File: src/rtl/uart_pkg.sv
// Shared UART definitions: newline constant and the sticky receive status
// record that CSR blocks also consume.
package uart_pkg;

   localparam logic [7:0] NEWLINE = 8'h0A;

   typedef struct packed {
      logic overrun;
      logic error_seen;
      logic break_seen;
   } uart_status_t;

endpackage

File: src/rtl/sync_fifo_mem.sv
// Storage array for a pointer-based FIFO: synchronous write port and
// asynchronous read port. Contents are deliberately not reset.
module sync_fifo_mem #(
   parameter int Depth = 16,
   parameter int Width = 8,
   localparam int AW   = $clog2(Depth)
) (
   input  logic             clk,
   input  logic             wr_en,
   input  logic [AW-1:0]    wr_addr,
   input  logic [Width-1:0] wr_data,
   input  logic [AW-1:0]    rd_addr,
   output logic [Width-1:0] rd_data
);

   logic [Width-1:0] mem [Depth];

   always_ff @(posedge clk) begin
      if (wr_en) begin
         mem[wr_addr] <= wr_data;
      end
   end

   assign rd_data = mem[rd_addr];

endmodule

File: src/rtl/uart_rx_fifo.sv
// First-word-fall-through receive queue behind uart_rx, with sticky status.
// Define UART_RX_FIFO_LINE_DETECT_EN to track queued newlines (line_available).
module uart_rx_fifo
   import uart_pkg::*;
#(
   parameter int Depth = 16,
   parameter int Width = 8,
   localparam int CW   = $clog2(Depth) + 1
) (
   input  logic             clk,
   input  logic             rst,
   input  logic [Width-1:0] rx_data,
   input  logic             rx_valid,
   input  logic             rx_error,
   input  logic             rx_break,
   output logic [Width-1:0] data_out,
   output logic             data_valid,
   input  logic             data_ready,
   output logic [CW-1:0]    count,
   output logic             full,
   output logic             overrun,
   output logic             error_seen,
   output logic             break_seen,
   input  logic             clear_flags,
   output logic             line_available
);

   localparam int AW = $clog2(Depth);

   logic [AW-1:0]    wr_ptr_q, wr_ptr_d;
   logic [AW-1:0]    rd_ptr_q, rd_ptr_d;
   logic [CW-1:0]    count_q, count_d;
   logic             full_q, full_d;
   uart_status_t     status_q, status_d;
   logic [Width-1:0] mem_rd_data;
   logic             push, pop;

   // A push while full is dropped even if a pop frees a slot this cycle.
   assign push = rx_valid && !full_q;
   assign pop  = data_valid && data_ready;

   sync_fifo_mem #(
      .Depth (Depth),
      .Width (Width)
   ) u_mem (
      .clk     (clk),
      .wr_en   (push),
      .wr_addr (wr_ptr_q),
      .wr_data (rx_data),
      .rd_addr (rd_ptr_q),
      .rd_data (mem_rd_data)
   );

   always_comb begin
      wr_ptr_d = wr_ptr_q;
      rd_ptr_d = rd_ptr_q;
      count_d  = count_q;
      if (push) begin
         wr_ptr_d = wr_ptr_q + AW'(1);
      end
      if (pop) begin
         rd_ptr_d = rd_ptr_q + AW'(1);
      end
      case ({push, pop})
         2'b10:   count_d = count_q + CW'(1);
         2'b01:   count_d = count_q - CW'(1);
         default: count_d = count_q;
      endcase
      full_d = (count_d == CW'(Depth));

      // Set beats clear when both land in the same cycle.
      status_d.overrun    = (status_q.overrun    && !clear_flags) || (rx_valid && full_q);
      status_d.error_seen = (status_q.error_seen && !clear_flags) || rx_error;
      status_d.break_seen = (status_q.break_seen && !clear_flags) || rx_break;
   end

   always_ff @(posedge clk) begin
      if (rst) begin
         wr_ptr_q <= '0;
         rd_ptr_q <= '0;
         count_q  <= '0;
         full_q   <= 1'b0;
         status_q <= '0;
      end else begin
         wr_ptr_q <= wr_ptr_d;
         rd_ptr_q <= rd_ptr_d;
         count_q  <= count_d;
         full_q   <= full_d;
         status_q <= status_d;
      end
   end

   assign data_valid = (count_q != '0);
   assign data_out   = data_valid ? mem_rd_data : '0;
   assign count      = count_q;
   assign full       = full_q;
   assign overrun    = status_q.overrun;
   assign error_seen = status_q.error_seen;
   assign break_seen = status_q.break_seen;

`ifdef UART_RX_FIFO_LINE_DETECT_EN
   logic [CW-1:0] nl_count_q, nl_count_d;
   logic          line_q, line_d;
   logic          nl_in, nl_out;

   assign nl_in  = push && (rx_data == Width'(NEWLINE));
   assign nl_out = pop && (data_out == Width'(NEWLINE));

   always_comb begin
      nl_count_d = nl_count_q;
      case ({nl_in, nl_out})
         2'b10:   nl_count_d = nl_count_q + CW'(1);
         2'b01:   nl_count_d = nl_count_q - CW'(1);
         default: nl_count_d = nl_count_q;
      endcase
      line_d = (nl_count_d != '0);
   end

   always_ff @(posedge clk) begin
      if (rst) begin
         nl_count_q <= '0;
         line_q     <= 1'b0;
      end else begin
         nl_count_q <= nl_count_d;
         line_q     <= line_d;
      end
   end

   assign line_available = line_q;
`else
   assign line_available = 1'b0;
`endif

endmodule

File: config.mk
export PLATFORM = sky130hd
export DESIGN_NAME = uart_rx_fifo
export DESIGN_NICKNAME = d
export VERILOG_FILES = /design/src/rtl/uart_pkg.sv /design/src/rtl/sync_fifo_mem.sv /design/src/rtl/uart_rx_fifo.sv
export SDC_FILE = /design/constraint.sdc
export NUM_CORES = 1
export LEC_CHECK = 0
export CORE_MARGIN = 2
export CORE_UTILIZATION = 59
export DETAILED_ROUTE_END_ITERATION = 10
export PLACE_DENSITY = 0.79
export SLEW_MARGIN = 20
export SYNTH_ARGS = -nofsm -noshare
export SYNTH_HDL_FRONTEND = slang
export SYNTH_SLANG_ARGS = --single-unit
File: constraint.sdc
create_clock -name clk -period 3.4 [get_ports clk]
set_input_delay 0.51 -clock clk [delete_from_list [all_inputs] [get_ports clk]]
set_output_delay 0.51 -clock clk [all_outputs]
set_load 0.005 [all_outputs]
==> Word-level counts from Yosys, hierarchy flattened <==
Memories as Yosys holds them, arrays and structs flattened. A register that Yosys moved wholly into a read port is not among the register bits.
Index checks and enable logic that the tools add are counted.
{ "classes": {"n_addsub": 4, "eq_ne": 3, "muxes": 6, "n_reduce_logical": 12} }
{ "op_table": {"columns": ["operator", "n"], "rows": [
  ["$pmux 5 s2", 1],
  ["$add 4x1->4 const B", 2],
  ["$mux 4", 2],
  ["$mux 8", 1],
  ["$logic_and 1x1->1", 6],
  ["$add 5x1->5 const B", 1],
  ["$eq 5x5->1 const B", 1],
  ["$reduce_bool 5->1", 1],
  ["$sub 5x1->5 const B", 1],
  ["$logic_or 1x1->1", 3],
  ["$eq 2x1->1 const B", 1],
  ["$eq 2x2->1 const B", 1],
  ["$logic_not 1->1", 2],
  ["$mux 1", 2]
]} }
{ "totals": {"register_bits": 17, "ram_bits": 128, "input_bits": 15, "out_inout_bits": 19, "wordCells": 33, "memories": 1} }
{ "mem_list": {"columns": ["memory", "depth", "word_bits", "read_ports", "rd_clocked_by_memory_dff", "wr", "line", "source"], "rows": [
  ["u_mem.mem", 16, 8, 1, 1, 1, "sync_fifo_mem.sv:16", "logic [Width-1:0] mem [Depth];"]
]} }

==> Depth between registers and ports, before layout <==
Gate-level depths: netlist (run 1).
{ "logic_depth": {"depth_word": 5, "ltp_mapped": 12, "mapped_depth_nobuf": 9} }

==> By module <==
A second synthesis (run 1) with hierarchy kept.
{ "hier_totals": {"hier_cells": 332, "area_unflattened_um2": 5957.0} }
{ "modules_own_cells": {"columns": ["mod", "n_inst", "cells_per_inst", "area_per_inst_um2", "seq_area_each_um2"], "rows": [
  ["sync_fifo_mem", 1, 221, 4987.3, 3843.7],
  ["uart_rx_fifo", 1, 111, 969.7, 340.3]
]} }

==> Least setup slack after synthesis (run 1) <==
No wires, ideal clock.
{ "synth_path": {"path_kind": "flip-flop to flip-flop", "startpoint": "reg count_q[2], in the netlist count[2]", "endpoint": "reg full_q, in the netlist full", "setup_time_ns": 0.116, "arrival_time_ns": 2.438, "t_required_ns": 3.284, "slack_ns": 0.845, "stages_incl_launch_ff": 13, "path_buffers": 3, "period_less_slack_ns": 2.555, "path_cell_list": "dfxtp_1 > buf_2 > nor3_1 > and2_1 > buf_4 > nor2_2 > ha_1 > clkbuf_1 > nor2b_1 > nor3b_1 > a211oi_1 > nor3_2 > and4_1"} }
{ "synth_between": {"elab_chain_cells": 5, "elab_cells_between_ends": 8, "cone_classes": "2 x add/sub; 3 x eq/ne; 1 x mux; 2 x reduce/logical"} }
{ "synth_rtl": {"columns": ["element", "line", "source"], "rows": [
  ["start, declared", "uart_rx_fifo.sv:32", "logic [CW-1:0] count_q, count_d;"],
  ["start signal, assigned", "uart_rx_fifo.sv:87", "count_q <= count_d;"],
  ["branches (longest 3 deep; another with $sub 5x1->5)", null, null],
  ["$pmux 5 s2 (*)", "uart_rx_fifo.sv:64", "case ({push, pop})"],
  ["$eq 5x5->1 (*)", "uart_rx_fifo.sv:69", "full_d = (count_d == CW'(Depth));"],
  ["end signal, assigned", "uart_rx_fifo.sv:88", "full_q <= full_d;"],
  ["end, declared", "uart_rx_fifo.sv:33", "logic full_q, full_d;"]
]} }
Mark *: on every way between the ends.
A chain may end at the register's enable or synchronous reset.

==> summary.md, run 1 <==
| Metric | Value |
|---|---|
| Outcome | `finished, final reports clean` |
| Worst reg-to-reg setup slack | `0.84 ns` |
| Max Root-Sink Buffers | `2` |
| Post-Place Worst Slack | `roughly 0.4 ns` |
| Vias/cell | `5.98` |
| Mapped Nets | `353` |
| Input/output buffers | `32` |
| Wire per inst | `22.9 µm` |
| Setup violations, final | `0` |
| Hold WS | `0.494 ns` |
| Number of synthesized flops with an enable pin | `roughly 130` |
| Critical R2R Launch | `count[2]` |
| Row Count | `37` |
| Die extent in x | `106 µm` |
| Vias in the first global route | `~3,300` |
| Syn-to-layout area delta | `17.4%` |
| Antenna-violating nets left | `0` |
| Final wirelength | `12,200 µm` |
| Synth area leaders | `edfxtp_1, mux4_2, mux4_1, dfxtp_1, nor2_1` |
| Power share of the clock group | `35.2%` |
| Placed Area | `6670 µm²` |
| #FFs+latches synth | `roughly 150` |
| RD Place Congestion | `0.887` |
| Final instance area | `7210 µm²` |
| Die span in y | `106 µm` |
| Placed insts | `501` |
| HPWL after detailed placement | `7630 µm` |
| Synth warnings | `0` |
| Buf/Inv on CP | `2` |
| Insertion delay to the later sink of the worst-skew pair | `0.52 ns` |
| Fin nets | `406` |
| Reg2reg end | `full` |
| Internal power | `3.57 mW` |
| Most numerous cell in the Yosys netlist | `edfxtp_1` |
| Post-synthesis instance total | `331` |
| Kind of end point of the critical path | `primary output` |
| Sequential power share | `43.4%` |
| Critical path's top delay family | `multiplexers` |
| Syn_area_per_cell | `roughly 19 µm²` |
| Crit path depth | `5` |
| Layout cells sized above 1 | `20.9%` |
| Synth unique cells | `between 40 and 50` |
| Post-CTS Setup Inserts | `0` |
| Root Buffer | `clkbuf_8` |
| Crit path max fanout | `22` |
| CP cell instances | `buf_12 > mux4_1 > mux4_2 > nor2b_1 > clkdlybuf4s50_1` |
| 1st-pass router iterations | `5` |
| Post-synth ARST share | `0%` |
| CTS Buf Count | `17` |
| Gr usage total | `23.8%` |
| Sw power | `about 1.3 mW` |
| Crit path largest cell delay | `0.59 ns` |
| CTS resizes | `0` |
| Sw Ratio | `approximately a quarter` |
| First-pass GRT wire length | `18,800 µm` |
| Initial antenna violation count | `0` |
| Post-route DRC | `0` |
| CP Data Arrival Time | `2.78 ns` |
| Max_cap viols | `0` |
| Sequential fraction of the synthesis area | `69.4%` |
| Max-slew violation count | `0` |
| Tmin final | `3.29 ns` |
| Worst setup margin | `0.112 ns` |
| RSZ-0062 raised after global routing | `no` |
| Fmax | `304 MHz` |
| Measured slew at the worst slew-check pin | `0.747 ns` |
| Ys flop type | `edfxtp_1` |
| Syn Std Cell Area | `about 6100 µm²` |
| # H-tree levels | `4` |
| CTS tree | `yes` |
| Clock skew | `0.00984 ns` |
| Cells on worst reg2reg path | `9` |
| Cell taking the most area after synthesis | `edfxtp_1` |
| CP startpoint kind | `register` |
| CTS Sinks | `between 100 and 150` |
| Non-Filler Instances | `533` |
| Worst Path Class, Setup | `register to primary output` |
| Post-layout util | `70.5%` |
| GR Overflow Total | `0` |
| WP data required | `2.89 ns` |
| Tcrit/Tclk final | `96.7%` |
| LEAKAGE | `2.40 nW` |
| Total number of vias | `~3,200` |
| Hold Buf Count CTS | `0` |
| Critical-path top delay cell | `mux4_1` |
| Logic pwr share | `between 20% and 30%` |
| Max-slew headroom | `roughly 50%` |
| Commonest cells post-synth | `edfxtp_1, nor2_1, mux4_2` |
| Largest net degree at the start of global routing | `33` |
| Core Footprint | `10,200 µm²` |
| Die area | `11,200 µm²` |
| N_diodes | `0` |
| Synth top area share | `62.6%` |
| Initial Util | `60.1%` |
| Hold Vio Cnt, Final | `0` |
| # IOs | `34` |
| Initial drt markers | `260` |
| Maximum vdd drop | `approximately 0.51 mV` |
| Final setup TNS | `0 ns` |
| Pwr dens | `673 nW/µm²` |
| Worst setup path end | `data_out[0]` |
| Worst hold path type | `register to register` |
| Reg clk slew, reported paths | `0.06 ns` |
| Pwr Total | `4.85 mW` |
==> worst min-delay path: cells and delay by family, from the launching register on <==
family          cells  cell delay [ns]
flops               1             0.33
simple gates        1             0.06
compound gates      1             0.07
==> cell type report <==
type,instances,area (µm²)
fill,625,3020
tap,136,170
clock inverter,14,128
clock buffer,18,418
sequential,149,4270
multi-input combinational,157,1720
inverter,6,22.5
timing repair buffer,53,490
==> logic make-up after synthesis <==
logic type	synth area share, %
flops	69.4
simple gates	7.15
mux	16.2
buf+inv	2.63
compound gates	1.81
xor+xnor	1.28
fa+ha+maj	1.43
other cells	0.0610
==> worst min path at each step <==
stage	startpoint	end	slack, ns	depth (start not counted)
floorplan	rd_ptr_q[3]	register	0.47	2
global placement	error_seen	error_seen	0.47	2
detailed placement	error_seen	error_seen	0.48	2
CTS	error_seen	error_seen	0.50	2
global route	rd_ptr_q[3]	rd_ptr_q[3]	0.53	2
finish	error_seen	error_seen	0.49	2
==> cell usage in the layout (no fill, tap or decap), types with 6 or more instances in the layout <==
cell,instances
mux4_1,18
ha_1,7
xor2_1,7
inv_1,6
clkdlybuf4s50_1,32
nor2_1,35
edfxtp_1,128
nor2b_4,6
dfxtp_1,20
nand2_1,12
mux4_2,22
clkbuf_16,16
buf_4,20
a21oi_1,8
==> sequential cells by signal (all words and copies together), names as in the netlist, named ones only <==
signal      cells
u_mem.mem     128
count           5
rd_ptr_q        4
wr_ptr_q        4
break_seen      1
error_seen      1
full            1
overrun         1
==> metal layers <==
| metal | GRT usage, % | up-vias | share of wire (%) |
|---|---|---|---|
| met4 | 8.18 | 0 | 2.1 |
| met2 | 41.1 | 116 | 53 |
| li1 | - | 1423 | - |
| met3 | 5.58 | 19 | 4.9 |
| met5 | 0 | - | 0 |
| met1 | 30.0 | 1627 | 40 |
==> power groups by stage <==
stage	Sequential (mW)	Combinational, mW	Clock (mW)
after floorplan	2.12	0.710	0
after global placement	2.14	1.00	0
after detailed placement	2.14	1.03	0
after CTS	2.11	1.04	1.74
after global routing	2.12	1.11	1.80
final	2.11	1.04	1.71
Power figures use the tool's default switching activity.
==> run 2, diff against run 1 <==
--- a/config.mk
+++ b/config.mk
@@ -5,10 +5,13 @@
 export SDC_FILE = /design/constraint.sdc
 export NUM_CORES = 1
 export LEC_CHECK = 0
+export CELL_PAD_IN_SITES_DETAIL_PLACEMENT = 0
+export CELL_PAD_IN_SITES_GLOBAL_PLACEMENT = 2
 export CORE_MARGIN = 2
-export CORE_UTILIZATION = 59
+export CORE_UTILIZATION = 48
 export DETAILED_ROUTE_END_ITERATION = 10
-export PLACE_DENSITY = 0.79
+export DONT_BUFFER_PORTS = 1
+export PLACE_DENSITY_LB_ADDON = 0.1
 export SLEW_MARGIN = 20
 export SYNTH_ARGS = -nofsm -noshare
 export SYNTH_HDL_FRONTEND = slang
==> summary.md, run 2 (synthesis results as in run 1) <==
| Metric | Value |
|---|---|
| RSZ-0062 raised after global routing | `no` |
| Final setup TNS | `0 ns (unchanged)` |
| Maximum vdd drop | `0.377 mV (-26%)` |
| Row Count | `41 (+11%)` |
| Max Root-Sink Buffers | `2 (unchanged)` |
| Met3 wire len | `600 µm (-0.33%)` |
| Commonest non-fill, non-tap cell in the layout | `edfxtp_1` |
| Total number of vias | `2,927 (-8.1%)` |
| Post-CTS Setup Inserts | `0 (unchanged)` |
| CTS Sinks | `149 (unchanged)` |
| Max-slew headroom | `51.4% (+1.3 points)` |
| Final wirelength | `11,500 µm (-5.9%)` |
| Crit path max fanout | `18 (-18%)` |
| Most frequent cells in the layout | `edfxtp_1, nor2_1, mux4_2, buf_4, dfxtp_1` |
| Post-route DRC | `0 (unchanged)` |
| Tcrit/Tclk final | `82.5% (-14 points)` |
| Worst Path Class, Setup | `register to primary output` |
| Sw power | `1.14 mW (-11%)` |
| Insertion delay to the later sink of the worst-skew pair | `0.41 ns (-0.11 ns)` |
| Syn-to-layout area delta | `13.1%` |
| CP Data Arrival Time | `2.30 ns (-0.48 ns)` |
| Max reg flops | `128 (unchanged)` |
| First-pass GRT wire length | `17,500 µm (-7.2%)` |
| Wire per inst | `21.4 µm (-6.6%)` |
| CTS resizes | `0 (unchanged)` |
| RD Place Congestion | `0.748 (-16%)` |
| Kind of end point of the critical path | `primary output` |
| Wire length on met1 | `4970 µm (+0.73%)` |
| Measured slew at the worst slew-check pin | `0.729 ns (-0.0187 ns)` |
| Fillers | `977 (+56%)` |
| N_diodes | `0 (unchanged)` |
| CTS tree | `yes` |
| HPWL after detailed placement | `7120 µm (-6.7%)` |
| Fin nets | `374 (-7.9%)` |
| Vias in the first global route | `2,993 (-9.2%)` |
| Root Buffer | `clkbuf_16` |
| Max-slew violation count | `0 (unchanged)` |
| Worst reg-to-reg setup slack | `0.87 ns (+0.03 ns)` |
| Setup violations, final | `0 (unchanged)` |
| Tmin final | `2.81 ns (-0.482 ns)` |
| Hold Buf Count CTS | `0 (unchanged)` |
| Critical-path top delay cell | `mux4_1` |
| Initial drt markers | `187 (-28%)` |
| Clock skew | `0.00407 ns (-0.00577 ns)` |
| Area of the multi-input gates | `1720 µm² (unchanged)` |
| Power share of the clock group | `38.4% (+3.2 points)` |
| Reg area | `4270 µm² (unchanged)` |
| Sw Ratio | `24.2% (-2.2 points)` |
| Critical path's top delay family | `multiplexers` |
| Crit path largest cell delay | `0.62 ns (+0.03 ns)` |
| CP cell instances | `buf_4 > mux4_1 > mux4_2 > nor2b_1` |
| # H-tree levels | `4 (unchanged)` |
| Buf/Inv on CP | `1 (-1)` |
| CTS Buf Count | `17 (unchanged)` |
| # IOs | `34 (unchanged)` |
| GR Overflow Total | `0 (unchanged)` |
| Largest net degree at the start of global routing | `33 (unchanged)` |
| Fmax | `356 MHz (+17%)` |
| Gr usage total | `18.5% (-5.3 points)` |
| Hold Vio Cnt, Final | `0 (unchanged)` |
| Antenna-violating nets left | `0 (unchanged)` |
| Input/output buffers | `0 (-100%)` |
| Die span in y | `117 µm (+10%)` |
| Internal power | `3.57 mW (about the same)` |
| Initial Util | `48.9% (-11 points)` |
| Layout cells sized above 1 | `21.9% (+1.0 points)` |
| CP startpoint kind | `register` |
| Biggest register | `u_mem.mem` |
| LEAKAGE | `2.32 nW (-3.7%)` |
| Logic pwr share | `16.8% (-4.5 points)` |
| Core Footprint | `12,600 µm² (+23%)` |
| Vias/cell | `5.45 (-8.8%)` |
| Placed Area | `6380 µm² (-4.3%)` |
| Reg clk slew, reported paths | `0.06 ns (about the same)` |
| Final instance area | `6950 µm² (-3.6%)` |
| Sequential power share | `44.8% (+1.4 points)` |
| Worst hold path type | `input pin to register` |
| Max_cap viols | `0 (unchanged)` |
| WP data required | `2.89 ns (about the same)` |
| Outcome | `finished, final reports clean` |
| Die area | `13,700 µm² (+22%)` |
| Initial antenna violation count | `0 (unchanged)` |
| Die extent in x | `117 µm (+10%)` |
| Highest metal used | `met4` |
| Pwr dens | `678 nW/µm² (+0.74%)` |
| 1st-pass router iterations | `4 (-1)` |
| Met2 WL | `5640 µm (-12%)` |
## run 2: cell count changes in the layout (fill, tap and decap cells not counted), sizes merged
cell	delta
clkdlybuf4s50	-32
clkinv	+7
clkinvlp	-5
inv	-5
bufinv	+2
clkbuf	+1
## run 2: layout make-up
class / count / share of cell area [%]
clock inverters: 13 / 2.00
clock buffers: 19 / 6.23
repair buffers: 21 / 2.27
inverters: 6 / 0.324
well taps: 172 / 3.10
flip-flops and latches: 149 / 61.4
multi-input cells: 157 / 24.7
## run 2: per-layer routing
metal,vias up,GRT usage (%)
li1,1346,-
met1,1491,23.9
met2,74,28.9
met3,16,5.92
met4,0,8.39
met5,-,0
## run 2: power groups by stage
stage	registers (mW)	logic [mW]	clock network, mW
2_1_floorplan	2.12	0.710	0
3_3_place_gp	2.15	0.816	0
3_5_place_dp	2.15	0.810	0
4_1_cts	2.11	0.812	1.85
5_1_grt	2.12	0.875	1.91
6_report	2.11	0.791	1.81
## run 2: worst paths after layout
| path | to | start | cells after the start |
|---|---|---|---|
| hold / removal | wr_ptr_q[1] | rst | 1 |
| hold reg to reg | rd_ptr_q[3] | rd_ptr_q[3] | 2 |
| setup reg to reg | full | count[2] | 9 |
| setup / recovery | data_out[7] | register | 4 |
## run 2: through the flow
stage	worst slack, ns	cells	hold slack, ns	util [%]	total power [mW]
after floorplan	0.845	331	0.472	-	2.83
after global placement	0.943	505	0.492	50.8	2.96
after detailed placement	0.859	505	0.493	50.8	2.96
after CTS	0.538	537	0.131	55.3	4.77
after global routing	0.483	537	0.139	55.3	4.91
final	0.594	537	0.156	55.3	4.71
